[src/rtl/universal_shift_engine.sv]
// Universal shift register with single-step and burst modes: a 3-state FSM
// runs a latched operation for a clamped number of cycles and pulses done.
module universal_shift_engine #(
  parameter int WIDTH = 8,
  parameter int CNTW  = $clog2(WIDTH + 1)
) (
  input  logic             clk_2,
  input  logic             reset_n,
  input  logic             en,
  input  logic [2:0]       mode,
  input  logic             serial_in_r,
  input  logic             serial_in_l,
  input  logic [WIDTH-1:0] parallel_in,
  input  logic             start,
  input  logic [CNTW-1:0]  amount,
  output logic [WIDTH-1:0] data_out,
  output logic             serial_out_r,
  output logic             serial_out_l,
  output logic             busy,
  output logic             done
);

  localparam logic [2:0] M_HOLD = 3'b000;
  localparam logic [2:0] M_SHR  = 3'b001;
  localparam logic [2:0] M_SHL  = 3'b010;
  localparam logic [2:0] M_ROR  = 3'b011;
  localparam logic [2:0] M_ROL  = 3'b100;
  localparam logic [2:0] M_LOAD = 3'b101;
  localparam logic [2:0] M_ASR  = 3'b110;
  localparam logic [2:0] M_CLR  = 3'b111;

  localparam logic [CNTW-1:0] AMT_MAX = CNTW'(WIDTH);
  localparam logic [CNTW-1:0] AMT_ONE = CNTW'(1);

  typedef enum logic [1:0] {
    IDLE    = 2'd0,
    SHIFT   = 2'd1,
    DONE_ST = 2'd2
  } state_t;

  state_t           state;
  logic [CNTW-1:0]  rem;
  logic [2:0]       mode_lat;
  logic [WIDTH-1:0] pin_lat;
  logic [CNTW-1:0]  amt_sat;

  // One step of the selected operation; serial bits are taken live.
  function automatic logic [WIDTH-1:0] apply_op(
    input logic [2:0]       op,
    input logic [WIDTH-1:0] d,
    input logic [WIDTH-1:0] ld,
    input logic             sr,
    input logic             sl
  );
    logic signed [WIDTH-1:0] ds;
    ds = d;
    case (op)
      M_HOLD:  apply_op = d;
      M_SHR:   apply_op = {sr, d[WIDTH-1:1]};
      M_SHL:   apply_op = {d[WIDTH-2:0], sl};
      M_ROR:   apply_op = {d[0], d[WIDTH-1:1]};
      M_ROL:   apply_op = {d[WIDTH-2:0], d[WIDTH-1]};
      M_LOAD:  apply_op = ld;
      M_ASR:   apply_op = ds >>> 1;
      M_CLR:   apply_op = '0;
      default: apply_op = d;
    endcase
  endfunction

  function automatic logic [CNTW-1:0] sat_amount(input logic [CNTW-1:0] a);
    sat_amount = (a > AMT_MAX) ? AMT_MAX : a;
  endfunction

  assign amt_sat      = sat_amount(amount);
  assign serial_out_r = data_out[0];
  assign serial_out_l = data_out[WIDTH-1];

  // Burst operands are captured on the start edge so later input changes
  // cannot disturb a running burst.
  always_ff @(posedge clk_2) begin
    if (state == IDLE && start) begin
      mode_lat <= mode;
      pin_lat  <= parallel_in;
    end
  end

  always_ff @(posedge clk_2 or negedge reset_n) begin
    if (!reset_n) begin
      state    <= IDLE;
      data_out <= '0;
      rem      <= '0;
      busy     <= 1'b0;
      done     <= 1'b0;
    end else begin
      case (state)
        IDLE: begin
          done <= 1'b0;
          if (start) begin
            if (amt_sat != '0) begin
              state <= SHIFT;
              rem   <= amt_sat;
              busy  <= 1'b1;
            end else begin
              state <= DONE_ST;
              done  <= 1'b1;
            end
          end else if (en) begin
            data_out <= apply_op(mode, data_out, parallel_in, serial_in_r, serial_in_l);
          end
        end
        SHIFT: begin
          data_out <= apply_op(mode_lat, data_out, pin_lat, serial_in_r, serial_in_l);
          rem      <= rem - AMT_ONE;
          if (rem == AMT_ONE) begin
            state <= DONE_ST;
            busy  <= 1'b0;
            done  <= 1'b1;
          end
        end
        DONE_ST: begin
          done  <= 1'b0;
          state <= IDLE;
        end
        default: begin
          state <= IDLE;
          busy  <= 1'b0;
          done  <= 1'b0;
        end
      endcase
    end
  end

  a_busy_done_excl: assert property (@(posedge clk_2) disable iff (!reset_n) !(busy && done));
  a_shift_rem_live: assert property (@(posedge clk_2) disable iff (!reset_n) (state == SHIFT) |-> (rem != '0));

endmodule

[config.mk]
export PLATFORM = sky130hd
export DESIGN_NAME = universal_shift_engine
export DESIGN_NICKNAME = d
export VERILOG_FILES = /design/src/rtl/universal_shift_engine.sv
export SDC_FILE = /design/constraint.sdc
export NUM_CORES = 1
export LEC_CHECK = 0
export ABC_AREA = 1
export CORE_MARGIN = 8
export CORE_UTILIZATION = 45
export DETAILED_ROUTE_END_ITERATION = 16
export GPL_TIMING_DRIVEN = 0
export PLACE_DENSITY_LB_ADDON = 0.3
export SLEW_MARGIN = 10
export SYNTH_ARGS = -nofsm -noshare
export SYNTH_HDL_FRONTEND = slang
export SYNTH_SLANG_ARGS = --single-unit
[constraint.sdc]
create_clock -name clk_2 -period 1.61 [get_ports clk_2]
set_input_delay 0.4025 -clock clk_2 [delete_from_list [all_inputs] [get_ports clk_2]]
set_output_delay 0.4025 -clock clk_2 [all_outputs]
set_load 0.01 [all_outputs]
==> results.txt, run 1 <==
Status - finished clean
Vias in the first global route - 1736
Min cycle time layout - 1.48 ns
Initial antenna violation count - 0
Post-Synthesis Cells - 231
Clock Latency Late Sink - 0.28 ns
Total global-route track usage - 15.0%
Nets - 297
Rel. slew slack - 51.9%
Worst-Margin Slew - 0.720 ns
Die Width - 77.7 microns
Cell Int Power - 1.95 mW
Synth area leaders - dfrtp_1 23%, edfxtp_1 19%, nand2_1 14%, nand3_1 9.3%, nand4_1 9.1%
Die area - 6040 sq um
Comb power frac - 55.4%
Post-synth top area share - 23.4%
Worst-path clk slew - 0.09 ns
Initial Util - 46.8%
Setup WS pre-CTS - -0.475 ns
Layout Cells excl Fill - 321
Leak - 1.10 nW
Worst hold margin - 0.420 ns
Post-Syn Nets - 254
Ratio of final minimum period to clock period - 91.9%
Clk pwr share - 11.1%
Core Area - 3660 sq um
Clock Tree Buf Depth - 2
Worst Path Arrival - 1.08 ns
FILL cells - 328
CP Class - flop to output port
Root Driver - clkbuf_8
Seq/Total Area, Yosys - 42.7%
Number of synthesized flops with an enable pin - 11
Share of cells above drive strength 1 - 14.3%
F_max - 676 MHz
Path type of the worst min-delay path - primary input to flop
VDD IR-drop max - 735 uV
Primary FF master, synth - dfrtp_1
Crit-path max FO - 3
Mean Syn Cell Area - 7.42 sq um
Synth Cell Area - 1710 sq um
FFs w/ async S/R, synth - 59.3%
RSZ-0062 raised after global routing - false
FP Rows - 22
First-pass GRT wire length - 7.78 mm
Number of H-tree levels - 1
Largest net degree at the start of global routing - 17
Switching Fraction - 44.0%
DR iter-0 viols - 115
WP data required - 1.21 ns
Grt met1 use - 20.3%
Maxcap violations - 0
HPWL Detailed - 3.29 mm
Vias per cell - 5.55
Wire length per cell - 13.9 microns
Setup crit end kind - output port
DIE HEIGHT - 77.7 microns
Global route hottest layer - met2
Area leader, netlist - dfrtp_1
Final ANT Viol Nets - 0
Hold buffers post-CTS - 0
Synth cell count leaders - 63 x nand2_1, 32 x nand3_1, 25 x nand4_1
DRT Wirelength - 4.46 mm
# IOs - 33
Yosys reg bits - 27
DRC - 0
DR pass1 iterations - 4
CTS tree - yes
Buffers added on ports - 32
Core Util, Final - 60.9%
Count leader, synth - nand2_1
Routability Congestion - 0.861
Clock Sinks - 27
Critical path startpoint category - flop
TritonCTS buffer count - 3
Pwr dens - 1560 nW/um^2
Syn. warnings - 0
Design Power - 3.48 mW
Final WS setup - 0.131 ns
Sequential Power Share - 33.5%
NetSw - 1.53 mW
Setup skew after layout - 0.00336 ns
Final setup violation count - 0
Final hold vios - 0
Cell variety after synth - 25
# diodes - 0
Met3 GRT Util - 3.11%
Placed cell count - 311
Via count - 1781
Max Slew Vio Count - 0
Area Overhead vs Synth - 30.1%
Total gr overflow - 0
GRT met2 Usage - 23.3%
==> per-layer routing <==
| layer | part of all wire (%) | vias to the layer above |
|---|---|---|
| met3 | 8.9 | 5 |
| li1 | - | 873 |
| met2 | 47 | 76 |
| met1 | 43 | 827 |
| met4 | 0.94 | 0 |
| met5 | 0 | - |
==> repair_timing <==
item	4_1_cts	5_1_grt
pin swaps	1	0
endpoints found under the setup margin	29	14
setup buffers	6	0
resized for setup	17	9
cloned	0	0
==> power by group through the flow <==
stage / clock [mW] / combinational (mW) / sequential (mW)
2_1_floorplan: 0 / 1.14 / 1.21
3_3_place_gp: 0 / 1.73 / 1.23
3_5_place_dp: 0 / 1.78 / 1.23
4_1_cts: 0.398 / 1.93 / 1.17
5_1_grt: 0.429 / 2.17 / 1.19
6_report: 0.387 / 1.93 / 1.17
==> layout by cell type (no fill, tap or decap), types with 2 or more instances in the layout <==
master / Yosys / final
nand2_1: 63 / 61
nand3_1: 32 / 32
nand4_1: 25 / 25
inv_1: 23 / 23
clkdlybuf4s50_1: 0 / 17
nor2_1: 12 / 12
a21oi_1: 11 / 11
edfxtp_1: 11 / 11
buf_4: 4 / 10
dfrtp_1: 16 / 10
o21ai_0: 7 / 7
dlymetal6s2s_1: 0 / 7
dlygate4sd2_1: 0 / 7
dfrtp_2: 0 / 6
buf_2: 5 / 4
nand2_2: 1 / 3
inv_2: 3 / 3
o21ai_1: 3 / 3
nor3_1: 4 / 3
clkbuf_8: 0 / 3
nor2_4: 1 / 2
clkinv_2: 1 / 2
ha_1: 2 / 2
==> worst paths after layout <==
path | from | end | slack, ns | cells past startpoint
min in group asynchronous | reset_n | rem[0] | 0.55 | 1
hold / removal | mode[0] | mode_lat[0] | 0.42 | 1
setup reg to reg | state[1] | rem[0] | 0.20 | 7
hold reg to reg | done | done | 0.53 | 2
setup / recovery | data_out[7] | data_out[7] | 0.13 | 2
max in group asynchronous | reset_n | data_out[2] | 0.56 | 1
==> kinds of logic after synthesis <==
kind of cell    count (synthesis)  synth area share, %
compound gates                 24                 7.74
fa+ha+maj                       2                 1.46
buf+inv                        36                 9.20
flops                          27                 42.7
simple gates                  142                 38.9
==> state kept, by name, summed over array words and instances, names as in the netlist <==
name and count:
data_out 8, busy 1, mode_lat 3, state 2, rem 4, pin_lat 8
done 1
==> cell type report <==
type | count | area (sq um) | share of cell area, %
multi-input cells | 168 | 840 | 37.7
flip-flops and latches | 27 | 738 | 33.1
repair buffers | 38 | 384 | 17.2
inverters | 27 | 103 | 4.60
well taps | 48 | 60.1 | 2.70
plain buffers | 9 | 57.6 | 2.58
clock buffers | 3 | 41.3 | 1.85
clock inverters | 1 | 5.00 | 0.225
==> metrics by stage <==
stage / cell area, sq um / setup TNS (ns)
5_1_grt: 2230 / 0
4_1_cts: 2210 / 0
6_report: 2230 / 0
2_1_floorplan: 1710 / 0
3_5_place_dp: 2090 / -6.79
3_3_place_gp: 2090 / -6.50
==> worst max-delay path, cell delays in order (launching register included) <==
cell and delay [ns]:
dfrtp_1 0.40, buf_4 0.13, dlygate4sd2_1 0.27
(Power assumes the default switching activity.)
==> run 2, diff against run 1 <==
GPL_ROUTABILITY_DRIVEN = 0   (was not set)
==> results of run 2 <==
No change in the layout: final DEF, timing and power equal those of run 1.
==> run 3, diff against run 2 <==
CTS_BUF_LIST = sky130_fd_sc_hd__clkbuf_4   (was not set)
==> results.txt, run 3 (same netlist as run 1, synthesis figures left out) <==
Vias in the first global route - 1735 (-0.058%)
Buffers added on ports - 32 (unchanged)
Reg-to-reg slack, setup - 0.19 ns (about the same)
Crit-path slowest cell - clkdlybuf4s50_1
DR pass1 iterations - 5 (+1)
Total global-route track usage - 15.2% (+0.19 points)
Sequential Power Share - 33.1% (-0.4 points)
Max Slew Vio Count - 0 (unchanged)
Initial Util - 46.8% (unchanged)
Leak - 1.04 nW (-5.4%)
Status - finished clean
Ratio of final minimum period to clock period - 97.6% (+5.7 points)
# IOs - 33 (unchanged)
DRT Wirelength - 4.54 mm (+1.9%)
Core Area - 3660 sq um (unchanged)
Regs by FF count - data_out (8), pin_lat (8), rem (4)
WP data required - 1.85 ns (+0.64 ns)
Sum Neg Setup Slack - 0 ns (unchanged)
Critical path startpoint category - primary input
Layout Cells excl Fill - 324 (+0.93%)
Worst-Margin Slew - 0.708 ns (-0.0119 ns)
Commonest non-fill, non-tap cell in the layout - nand2_1
Clock Sinks - 27 (unchanged)
Die Width - 77.7 microns (unchanged)
First-pass GRT wire length - 7.74 mm (-0.45%)
RSZ-0062 raised after global routing - false
Switching Fraction - 44.9% (+0.92 points)
Final hold vios - 0 (unchanged)
Root Driver - clkbuf_4
Worst Path Arrival - 1.81 ns (+0.73 ns)
Pwr dens - 1550 nW/um^2 (-0.80%)
Area Overhead vs Synth - 28.8%
# diodes - 0 (unchanged)
Clk pwr share - 8.5% (-2.6 points)
Crit-path max FO - 10 (+7)
Die area - 6040 sq um (unchanged)
Initial antenna violation count - 0 (unchanged)
CP Buf/Inv Count - 2 (unchanged)
Rel. slew slack - 52.7% (+0.80 points)
Final setup violation count - 0 (unchanged)
Final instance area - 2210 sq um (-1.0%)
Path type of the worst min-delay path - primary input to asynchronous set/reset pin
Final ANT Viol Nets - 0 (unchanged)
Setup skew after layout - 0.00642 ns (+0.00305 ns)
Nets - 300 (+1.0%)
Clock Tree Buf Depth - 2 (unchanged)
CP Class - primary input to flop
Top Family by Delay on Critical Path - buffers and inverters
Vias per cell - 5.64 (+1.6%)
Wire length per cell - 14.0 microns (+0.92%)
R2r endpoint - rem[0]
DP Area - 2090 sq um (unchanged)
Hold buffers post-CTS - 0 (unchanged)
Core Util, Final - 60.3% (-0.62 points)
CP max stage delay - 0.51 ns (+0.11 ns)
RR Startpoint - state[1]
Design Power - 3.42 mW (-1.8%)
Most frequent cells in the layout - 62 x nand2_1, 32 x nand3_1, 25 x nand4_1, 23 x inv_1, 19 x clkdlybuf4s50_1
Worst-path clk slew - 0.15 ns (+0.06 ns)
Via count - 1826 (+2.5%)
Comb power frac - 58.4% (+3.0 points)
DIE HEIGHT - 77.7 microns (unchanged)
Total gr overflow - 0 (unchanged)
Setup crit end kind - flop
Crit path cell chain - clkdlybuf4s50_1 > buf_4 > nand3_1 > nand2_2 > a21oi_1 > nand3_1 > nand3_1 > nand2_1
CTS tree - yes
Share of cells above drive strength 1 - 14.1% (-0.16 points)
Largest net degree at the start of global routing - 17 (unchanged)
Clock Latency Late Sink - 0.33 ns (+0.05 ns)
DRC - 0 (unchanged)
Number of H-tree levels - 1 (unchanged)
Min cycle time layout - 1.57 ns (+0.0919 ns)
Placed cell count - 311 (unchanged)
TritonCTS buffer count - 3 (unchanged)
DR iter-0 viols - 131 (+14%)
NetSw - 1.53 mW (+0.25%)
Path depth of the worst reg2reg path - 7 (unchanged)
Maxcap violations - 0 (unchanged)
HPWL Detailed - 3.29 mm (unchanged)
Cell Int Power - 1.88 mW (-3.4%)
F_max - 637 MHz (-5.9%)
CP startpoint - mode[2]
VDD IR-drop max - 805 uV (+9.4%)
FP Rows - 22 (unchanged)
CP most frequent cell - nand3_1
[run 3: power groups by stage]
stage | combinational (mW) | clock (mW) | sequential (mW)
finish | 1.99 | 0.292 | 1.13
global route | 2.23 | 0.341 | 1.15
detailed placement | 1.78 | 0 | 1.23
global placement | 1.73 | 0 | 1.23
CTS | 1.98 | 0.312 | 1.13
floorplan | 1.14 | 0 | 1.21
[run 3: repair_timing]
item | CTS | global route
cloned | 0 | 0
resized for setup | 19 | 4
pin swaps | 1 | 0
endpoints found under the setup margin | 27 | 7
buffers inserted | 9 | 0
[run 3: metrics by stage]
stage | hold slack [ns] | setup WS (ns)
final | 0.476 | 0.0393
after global placement | 0.508 | -0.466
after CTS | 0.513 | 0.0204
after floorplan | 0.107 | 0.166
after global routing | 0.451 | 0.0173
after detailed placement | 0.512 | -0.475
[run 3: how the worst max path moves through the flow]
stage,end,cells after the start,slack [ns]
after floorplan,rem[0],7,0.17
after global placement,rem[0],7,-0.47
after detailed placement,rem[0],7,-0.48
after CTS,data_out[0],2,0.02
after global routing,data_out[6],8,0.02
final,data_out[5],8,0.04
[run 3: area by class of cell]
type | instances | area [sq um]
Multi-Input combinational cell | 168 | 832
Clock buffer | 3 | 22.5
Inverter | 27 | 103
Timing Repair Buffer | 41 | 390
Sequential cell | 27 | 738
Buffer | 9 | 55.1
Tap cell | 48 | 60.1
Fill cell | 333 | 1460
Clock inverter | 1 | 5.00
[run 3: worst register-to-register path: stages (launching register included)]
cell	delay, ns
dfrtp_1	0.49
nor2_1	0.20
inv_1	0.12
nor2_4	0.16
nand2_1	0.13
nor2_1	0.12
a21oi_1	0.05
o21ai_1	0.08
[run 3: metal layers]
metal	part of all wire, %	routed length [microns]	track usage [%]	up-vias
met4	1.7	75	6.98	0
met3	8.2	372	2.88	6
li1	-	-	-	881
met2	46	2090	23.2	84
met1	44	2010	20.2	855
met5	0	0	0	-
==> RTL change: new RTL, config.mk and constraints of run 1 <==
Re-encode `state_t` (3 states) as one-hot, 3 bits wide.
--- a/src/rtl/universal_shift_engine.sv
+++ b/src/rtl/universal_shift_engine.sv
@@ -32,10 +32,10 @@
   localparam logic [CNTW-1:0] AMT_MAX = CNTW'(WIDTH);
   localparam logic [CNTW-1:0] AMT_ONE = CNTW'(1);
 
-  typedef enum logic [1:0] {
-    IDLE    = 2'd0,
-    SHIFT   = 2'd1,
-    DONE_ST = 2'd2
+  typedef enum logic [2:0] {
+    IDLE    = 3'b001,
+    SHIFT   = 3'b010,
+    DONE_ST = 3'b100
   } state_t;
 
   state_t           state;
Behaviour: no difference found for any inputs over 10 cycles, from zero or initial values and one cycle with reset_n low; not proved beyond that.
==> RTL change against run 1 <==
- design area rose by 6.3%
- sequential cell count rose by 1
- power fell by 1.7%
- synthesized cell count rose by 2.6%
- setup slack got worse by 91 ps
- sequential share of layout area fell by 0.92 points
- fmax fell by 5.8%
- wire length rose by 10%
- critical path depth fell by 1
- final cell count rose by 4.0%
- area after synthesis rose by 6.4%
- largest cell class unchanged
- largest power group unchanged
- highest routed layer unchanged
==> RTL change: results (changes against run 1) <==
• 1170 ps — Arr. time, crit path, +90 ps
• 3.50 mm — DP Wirelength, +6.1%
• clkdlybuf4s50_1 — cell type of the slowest stage on the worst timing path
• 0.000985 V — Peak supply drop, +34%
• data_out[0] — r2r endpoint
• completed — run status
• mode_lat[2] — destination of the worst hold path
• 265 — number of DRC markers in iteration 0, +130%
• state[0] — worst reg2reg path startpoint
• 7.69 sq um — average footprint of a synthesized cell, +3.7%
• 5.16 ps — worst clock skew, +1.80 ps
• buffers and inverters — gate family responsible for the most delay along the worst path
• dfrtp_1 (22%), edfxtp_1 (18%), nand2_1 (13%) — top cells by area, synth
• 530 ps — biggest cell delay along the critical path, +130 ps
• 319 — dpl cells, +2.6%
• 2 — biggest fanout along the worst timing path, -1
• 0.889 — Final GP Congestion, +3.3%
• nand2_1 (63), nand3_1 (30), nand4_1 (27) — Commonest cells post-synth
• 8.09 mm — wire length of the first global-routing pass, +4.1%
• 812 ps — actual transition at the worst max-transition pin, +92.3 ps
• 8.04% — post-synthesis compound-gate area fraction, +0.29 points
• 18 — pin count of the biggest net entering global routing, +1
• -407 ps — placement-stage worst setup slack, +68.2 ps
• 1,798 — vias, +0.95%
• 351 — number of inserted filler cells in the final layout, +7.0%
• 0.481% — share of the synthesized netlist area taken by xor and xnor gates, +0.48 points
• 41.6% — part of the Yosys area used for sequential elements, -1.1 points
• 0.00220 sq mm — placed inst area, +5.3%
• 14.7 um — Routed wire per std cell, +5.9%
• 1.16 nW — leakage power total, +5.5%
• 60.7% — FFs w/ async S/R, synth, +1.5 points
RTL change: metal layers:
layer / GRT usage [%] / vias up / share of wire (%)
met2: 26.4 / 80 / 48
met5: 0 / - / 0
met1: 19.0 / 804 / 43
met3: 3.27 / 7 / 7.5
met4: 6.85 / 0 / 1.5
li1: - / 907 / -
RTL change: cells by family (layout without fill, tap and decap cells):
group,count (synthesis),after routing
buffers and inverters,33,80
AO/OA/AOI/OAI,27,27
XOR/XNOR,1,1
flip-flops,28,28
adder cells (fa/ha/maj),2,2
AND/OR/NAND/NOR,146,146
RTL change: final cells by class:
class	instances	area [sq um]	area share, %
Multi-Input combinational cell	176	910	38.4
Sequential cell	28	763	32.2
Timing Repair Buffer	43	430	18.2
Inverter	24	101	4.28
Tap cell	50	62.6	2.64
Buffer	9	57.6	2.43
Clock buffer	4	45.0	1.90
RTL change: worst max path at each step:
stage / startpoint / to / depth (start not counted)
floorplan: state[0] / state[2] / 4
global placement: start / state[2] / 5
detailed placement: start / state[2] / 5
CTS: data_out[7] / serial_out_l / 1
global route: data_out[1] / data_out[1] / 1
finish: data_out[1] / data_out[1] / 1
RTL change: what timing repair did:
action,in CTS,in global routing
setup buffers,11,0
setup endpoints to repair,23,14
gates resized for setup,10,9
RTL change: power breakdown:
| part | switching (mW) | leakage, nW | internal [mW] | total, mW |
|---|---|---|---|---|
| clock | 0.225 | 0.0228 | 0.178 | 0.403 |
| combinational | 1.12 | 0.818 | 0.766 | 1.88 |
| sequential | 0.132 | 0.315 | 1.00 | 1.13 |
| total | 1.47 | 1.16 | 1.95 | 3.42 |
